**src/rtl/dbus_pkg.sv**
```systemverilog
`default_nettype none
// ============================================================================
// Module   : dbus_pkg
// Brief    : Shared types and constants for the data-bus controller.
// Revision : 1.0 - initial release
// ============================================================================
package dbus_pkg;

    localparam int WAIT_W = 4;

    typedef enum logic [1:0] {
        ST_IDLE = 2'd0,
        ST_ACC  = 2'd1,
        ST_CAP  = 2'd2,
        ST_RESP = 2'd3
    } state_t;

    typedef enum logic [1:0] {
        TGT_NONE  = 2'd0,
        TGT_DMEM  = 2'd1,
        TGT_TBMAN = 2'd2
    } target_t;

endpackage : dbus_pkg
`default_nettype wire

```
**src/rtl/dbus_decode.sv**
```systemverilog
`default_nettype none
// ============================================================================
// Module   : dbus_decode
// Brief    : Combinational address-to-target decode for the data-side slaves.
// Revision : 1.0 - initial release
// ============================================================================
module dbus_decode
    import dbus_pkg::*;
#(
    parameter logic [31:0] DMEM_BASE  = 32'h1000_0000,
    parameter int          DMEM_AW    = 16,
    parameter logic [31:0] TBMAN_BASE = 32'h8000_0000,
    parameter int          TBMAN_AW   = 8
) (
    input  logic [31:0] addr,
    output target_t     tgt
);

    logic w_dmem_hit;
    logic w_tbman_hit;

    // XOR-then-shift compares only the bits above the window size.
    assign w_dmem_hit  = ((addr ^ DMEM_BASE)  >> DMEM_AW)  == 32'd0;
    assign w_tbman_hit = ((addr ^ TBMAN_BASE) >> TBMAN_AW) == 32'd0;

    always_comb begin
        tgt = TGT_NONE;
        if (w_dmem_hit) begin
            tgt = TGT_DMEM;
        end else if (w_tbman_hit) begin
            tgt = TGT_TBMAN;
        end
    end

endmodule : dbus_decode
`default_nettype wire

```
**src/rtl/dbus_ctrl.sv**
```systemverilog
`default_nettype none
// ============================================================================
// Module   : dbus_ctrl
// Brief    : Single-outstanding data-bus controller with chip selects,
//            programmable TBMAN wait states and error response for holes.
// Revision : 1.0 - initial release
// ============================================================================
module dbus_ctrl
    import dbus_pkg::*;
#(
    parameter logic [31:0] DMEM_BASE  = 32'h1000_0000,
    parameter int          DMEM_AW    = 16,
    parameter logic [31:0] TBMAN_BASE = 32'h8000_0000,
    parameter int          TBMAN_AW   = 8,
    parameter int          TBMAN_WAIT = 2
) (
    input  logic        clk,
    input  logic        rst,
    input  logic        req_valid,
    output logic        req_ready,
    input  logic        req_we,
    input  logic [31:0] req_addr,
    input  logic [3:0]  req_be,
    input  logic [31:0] req_wdata,
    output logic        rsp_valid,
    output logic [31:0] rsp_rdata,
    output logic        rsp_err,
    output logic        cs_dmem_n,
    output logic        cs_tbman_n,
    output logic [31:0] mem_addr,
    output logic        mem_we,
    output logic [3:0]  mem_be,
    output logic [31:0] mem_wdata,
    input  logic [31:0] read_data_dmem,
    input  logic [31:0] read_data_tbman
);

    localparam logic [WAIT_W-1:0] c_wait_init = WAIT_W'(TBMAN_WAIT);

    target_t           w_tgt;
    state_t            r_state;
    target_t           r_tgt;
    logic [WAIT_W-1:0] r_cnt;
    logic              r_req_ready;
    logic              r_rsp_valid;
    logic [31:0]       r_rdata;
    logic              r_rsp_err;
    logic              r_cs_dmem_n;
    logic              r_cs_tbman_n;
    logic [31:0]       r_mem_addr;
    logic              r_mem_we;
    logic [3:0]        r_mem_be;
    logic [31:0]       r_mem_wdata;

    dbus_decode #(
        .DMEM_BASE  (DMEM_BASE),
        .DMEM_AW    (DMEM_AW),
        .TBMAN_BASE (TBMAN_BASE),
        .TBMAN_AW   (TBMAN_AW)
    ) u_decode (
        .addr (req_addr),
        .tgt  (w_tgt)
    );

    always_ff @(posedge clk or posedge rst) begin
        if (rst) begin
            r_state      <= ST_IDLE;
            r_tgt        <= TGT_NONE;
            r_cnt        <= '0;
            r_req_ready  <= 1'b1;
            r_rsp_valid  <= 1'b0;
            r_rdata      <= '0;
            r_rsp_err    <= 1'b0;
            r_cs_dmem_n  <= 1'b1;
            r_cs_tbman_n <= 1'b1;
            r_mem_addr   <= '0;
            r_mem_we     <= 1'b0;
            r_mem_be     <= '0;
            r_mem_wdata  <= '0;
        end else begin
            case (r_state)
                ST_IDLE: begin
                    if (req_valid) begin
                        r_req_ready <= 1'b0;
                        r_tgt       <= w_tgt;
                        r_mem_addr  <= req_addr;
                        r_mem_we    <= req_we;
                        r_mem_be    <= req_be;
                        r_mem_wdata <= req_wdata;
                        r_cnt       <= (w_tgt == TGT_TBMAN) ? c_wait_init : '0;
                        case (w_tgt)
                            TGT_DMEM: begin
                                r_cs_dmem_n <= 1'b0;
                                r_state     <= ST_ACC;
                            end
                            TGT_TBMAN: begin
                                r_cs_tbman_n <= 1'b0;
                                r_state      <= ST_ACC;
                            end
                            default: begin
                                // Unmapped: skip the bus entirely and answer with an error.
                                r_rsp_valid <= 1'b1;
                                r_rsp_err   <= 1'b1;
                                r_state     <= ST_RESP;
                            end
                        endcase
                    end
                end
                ST_ACC: begin
                    if (r_cnt == '0) begin
                        r_cs_dmem_n  <= 1'b1;
                        r_cs_tbman_n <= 1'b1;
                        r_state      <= ST_CAP;
                    end else begin
                        r_cnt <= r_cnt - 1'b1;
                    end
                end
                ST_CAP: begin
                    r_rsp_valid <= 1'b1;
                    if (r_mem_we) begin
                        r_rdata <= '0;
                    end else if (r_tgt == TGT_TBMAN) begin
                        r_rdata <= read_data_tbman;
                    end else begin
                        r_rdata <= read_data_dmem;
                    end
                    r_state <= ST_RESP;
                end
                ST_RESP: begin
                    r_rsp_valid <= 1'b0;
                    r_rdata     <= '0;
                    r_rsp_err   <= 1'b0;
                    r_req_ready <= 1'b1;
                    r_state     <= ST_IDLE;
                end
                default: begin
                    r_state <= ST_IDLE;
                end
            endcase
        end
    end

    assign req_ready  = r_req_ready;
    assign rsp_valid  = r_rsp_valid;
    assign rsp_rdata  = r_rdata;
    assign rsp_err    = r_rsp_err;
    assign cs_dmem_n  = r_cs_dmem_n;
    assign cs_tbman_n = r_cs_tbman_n;
    assign mem_addr   = r_mem_addr;
    assign mem_we     = r_mem_we;
    assign mem_be     = r_mem_be;
    assign mem_wdata  = r_mem_wdata;

endmodule : dbus_ctrl
`default_nettype wire

```
**config.mk**
```make
export PLATFORM = sky130hd
export DESIGN_NAME = dbus_ctrl
export DESIGN_NICKNAME = d
export VERILOG_FILES = /design/src/rtl/dbus_pkg.sv /design/src/rtl/dbus_decode.sv /design/src/rtl/dbus_ctrl.sv
export SDC_FILE = /design/constraint.sdc
export NUM_CORES = 1
export LEC_CHECK = 0
export ABC_CLOCK_PERIOD_IN_PS = 4500
export BUFFER_PORTS_ARGS = -buffer_cell sky130_fd_sc_hd__buf_2
export CELL_PAD_IN_SITES_DETAIL_PLACEMENT = 2
export CELL_PAD_IN_SITES_GLOBAL_PLACEMENT = 2
export CORE_UTILIZATION = 29
export DETAILED_ROUTE_END_ITERATION = 7
export GPL_ROUTABILITY_DRIVEN = 0
export PLACE_DENSITY = 0.92
export SYNTH_ARGS = -nofsm -noshare
export SYNTH_HDL_FRONTEND = slang
export SYNTH_HIERARCHICAL = 1
export SYNTH_SLANG_ARGS = --single-unit
```
**constraint.sdc**
```tcl
create_clock -name clk -period 4.5 [get_ports clk]
set_clock_uncertainty 0.1 [all_clocks]
set_input_delay 0.225 -clock clk [delete_from_list [all_inputs] [get_ports clk]]
set_output_delay 0.225 -clock clk [all_outputs]
set_load 0.05 [all_outputs]
```
==> key figures <==
Pwr
  • Net Sw Power: 3390 uW
  • Pwr dens: 872 nW/um^2
  • Leak: 0.00388 uW
  • P_int: 3380 uW
  • Clock power frac: 20.2%
  • VDD IR max: 0.461 mV
  • Comb pwr share: 52.2%
  • Sw frac: 50.1%
  • Sequential group share of total power: between 20% and 30%

Timing
  • Slew Viols, Final: 0
  • Final setup TNS: 0 ns
  • Worst slew margin: 14.4%
  • # setup viols final: 0
  • Final worst slack: 1.59 ns
  • Slew @ Worst Pin: 1.28 ns
  • RSZ-0062 raised after global routing: no
  • Fmax: about 340 MHz
  • Hold Fails Final Rpt: 0
  • Tcrit/Tclk final: 64.6%
  • Crit path time final: 2.91 ns

Yosys
  • Post-synth EDFFs: 0
  • Syn avg cell area: roughly 13 sq um
  • Cells after synthesis: between 300 and 400
  • Seq/Total Area, Yosys: between 50% and 60%
  • Synth area leaders: dfrtp_1, mux2_4, mux2i_1, mux2_2, o21ai_0
  • Synth area leader: dfrtp_1
  • Synth top area share: ~55%
  • Cell Area, Synth: 5080 sq um
  • Post-synthesis register bit count: 114
  • Post-synth top cells: dfrtp_1, mux2i_1, nand2_1, o21ai_0, mux2_4
  • Netlist cell types: 37
  • Post-synth ARST share: 100%
  • Syn. warnings: 6
  • Most common cell in the netlist: dfrtp_1
  • Post-Syn Nets: approximately 530
  • Most used DFF post-synth: dfrtp_1

Cells and area
  • Reg area: about 2900 sq um
  • Nets@finish: 840
  • Area Overhead vs Synth: 52.7%
  • Multi-input gate area: about 2000 sq um
  • Fill count: 1819
  • Ratio of cells with drive above 1 in the final layout: 50.4%

Floorplan
  • Row count: 48
  • Die width: 134 um
  • Die area: ~18000 sq um
  • Die H: 134 um
  • IO Pins: 242
  • Initial Util: 29.6%
  • Core ar.: 17200 sq um

Drt
  • DR vias: ~4300
  • Total Wirelength: roughly 20000 um
  • DRT antenna net count: 0
  • Vias per inst: 4.65
  • 1st-iter DRT viols: 82
  • DRT Pass-1 Iters: 4
  • # DRC: 0
  • Avg WL per Cell: 21.1 um

Placed design
  • HPWL after DPL: 12200 um
  • Pre-CTS setup slack: 1.78 ns
  • Port Buffer Count: 241

Worst hold path
  • HP Class: in -> reg

Clocking
  • CTS Sinks: 114
  • CTS root buf: clkbuf_16
  • H-tree levels: 4
  • Max Buffers Root-to-Sink: 2
  • TritonCTS clock tree: done
  • Worst-path clk slew: 0.05 ns
  • Clk_lat worst skew: 0.42 ns
  • TritonCTS buffer count: 17

GRT
  • Largest net degree at the start of global routing: 80
  • Initial antenna violation count: 2
  • First-pass GRT wire length: 30300 um
  • Gr usage total: 22.9%
  • Overflow left after global routing: 0
  • Vias in the first global route: 5262

Critical path
  • Critical-path maximum fanout: 3
  • CP Class: in -> reg
  • Worst EP arrival: 3.10 ns
  • WP data required: 4.70 ns
  • CP Capture Type: flop
  • CP startpoint kind: primary input

Status
  • Status: complete, no violations

Flow run
  • Max_cap viols: 0
-- critical path, cell delays in order --
cell,delay [ns]
dlygate4sd3_1,0.55
buf_2,0.14
nor4_1,0.48
nand4_1,0.28
nor3b_2,0.28
inv_1,0.11
ha_1,0.36
a21boi_0,0.38
nor2_1,0.11
o22a_1,0.19
-- per-stage QoR --
step | cell area [sq um] | cells | util [%] | total power [uW] | hold slack, ns
after global placement | 6470 | 832 | 37.7 | 5120 | 0.358
after global routing | 7760 | 934 | 45.2 | 7070 | 0.0195
after CTS | 7760 | 932 | 45.2 | 6740 | 0.000000999
after floorplan | 5080 | 384 | - | 4380 | 0.274
after detailed placement | 6470 | 832 | 37.7 | 5300 | 0.361
final | 7760 | 934 | 45.2 | 6770 | 0.0129
-- layout by cell type, fill, tap and decap left out, types with 3 or more instances in the layout --
cell	instances
clkbuf_16	17
nor2_1	9
buf_4	3
mux2_4	35
dfstp_2	3
ha_1	9
clkinvlp_4	5
mux2i_1	40
mux2_2	34
dlygate4sd3_1	69
a21oi_1	3
clkbuf_8	3
nand2_1	39
o21ai_0	36
a31oi_1	3
dfrtp_1	111
inv_1	11
nor4_1	4
buf_2	241
-- flip-flops by register name (all words and copies together), names as in the netlist --
signal / cells
cs_dmem_n: 1
cs_tbman_n: 1
mem_addr: 32
mem_be: 4
mem_wdata: 32
mem_we: 1
r_cnt: 4
r_state: 2
r_tgt: 2
req_ready: 1
rsp_err: 1
rsp_rdata: 32
rsp_valid: 1
-- worst paths after layout --
| kind | to | startpoint | cells past startpoint | slack (ns) |
|---|---|---|---|---|
| worst max register to register | r_cnt[1] | r_state[0] | 5 | 1.85 |
| min in group asynchronous | mem_wdata[3] | rst | 3 | 0.53 |
| max in group asynchronous | mem_wdata[21] | rst | 4 | 2.69 |
| worst min-delay path | rsp_rdata[25] | read_data_tbman[25] | 3 | 0.01 |
| worst max-delay path | rsp_valid | req_addr[17] | 10 | 1.59 |
| worst min register to register | rsp_rdata[2] | rsp_rdata[2] | 2 | 0.38 |
-- layer usage --
layer | global-route usage [%] | share of wire, %
met5 | 0 | 0
met4 | 11.2 | 3.4
met3 | 6.73 | 5.9
met2 | 44.4 | 56
met1 | 21.6 | 35
-- repair_timing --
action,4_1_cts,5_1_grt
buffers inserted,0,0
endpoints found under the hold margin,81,0
hold buffers,69,0
endpoints found under the setup margin,0,0
gates resized for setup,0,0
-- cell type report --
type	count	area share [%]
Inverter	12	0.613
Clock inverter	11	1.66
Sequential cell	114	36.8
Antenna cell	2	0.0645
Timing Repair Buffer	313	24.7
Multi-Input combinational cell	237	26.5
Clock buffer	20	6.01
Tap cell	225	3.63
-- power by group through the flow --
stage | sequential (uW) | clock [uW] | combinational, uW
floorplan | 3450 | 0 | 930
global placement | 1780 | 0 | 3330
detailed placement | 1830 | 0 | 3470
CTS | 1830 | 1380 | 3530
global route | 1920 | 1450 | 3700
finish | 1870 | 1370 | 3540
-- cell families after synthesis --
kind of cell               after synthesis  share of synthesized area (%)
AOI/OAI and AO/OA                       50                           5.71
DFF                                    114                           56.2
muxes                                  109                           25.8
adders and majority gates                9                           2.22
and+or+nand+nor                         69                           6.50
buffers and inverters                   33                           3.62
No activity file was read; power rests on OpenSTA's default activity.
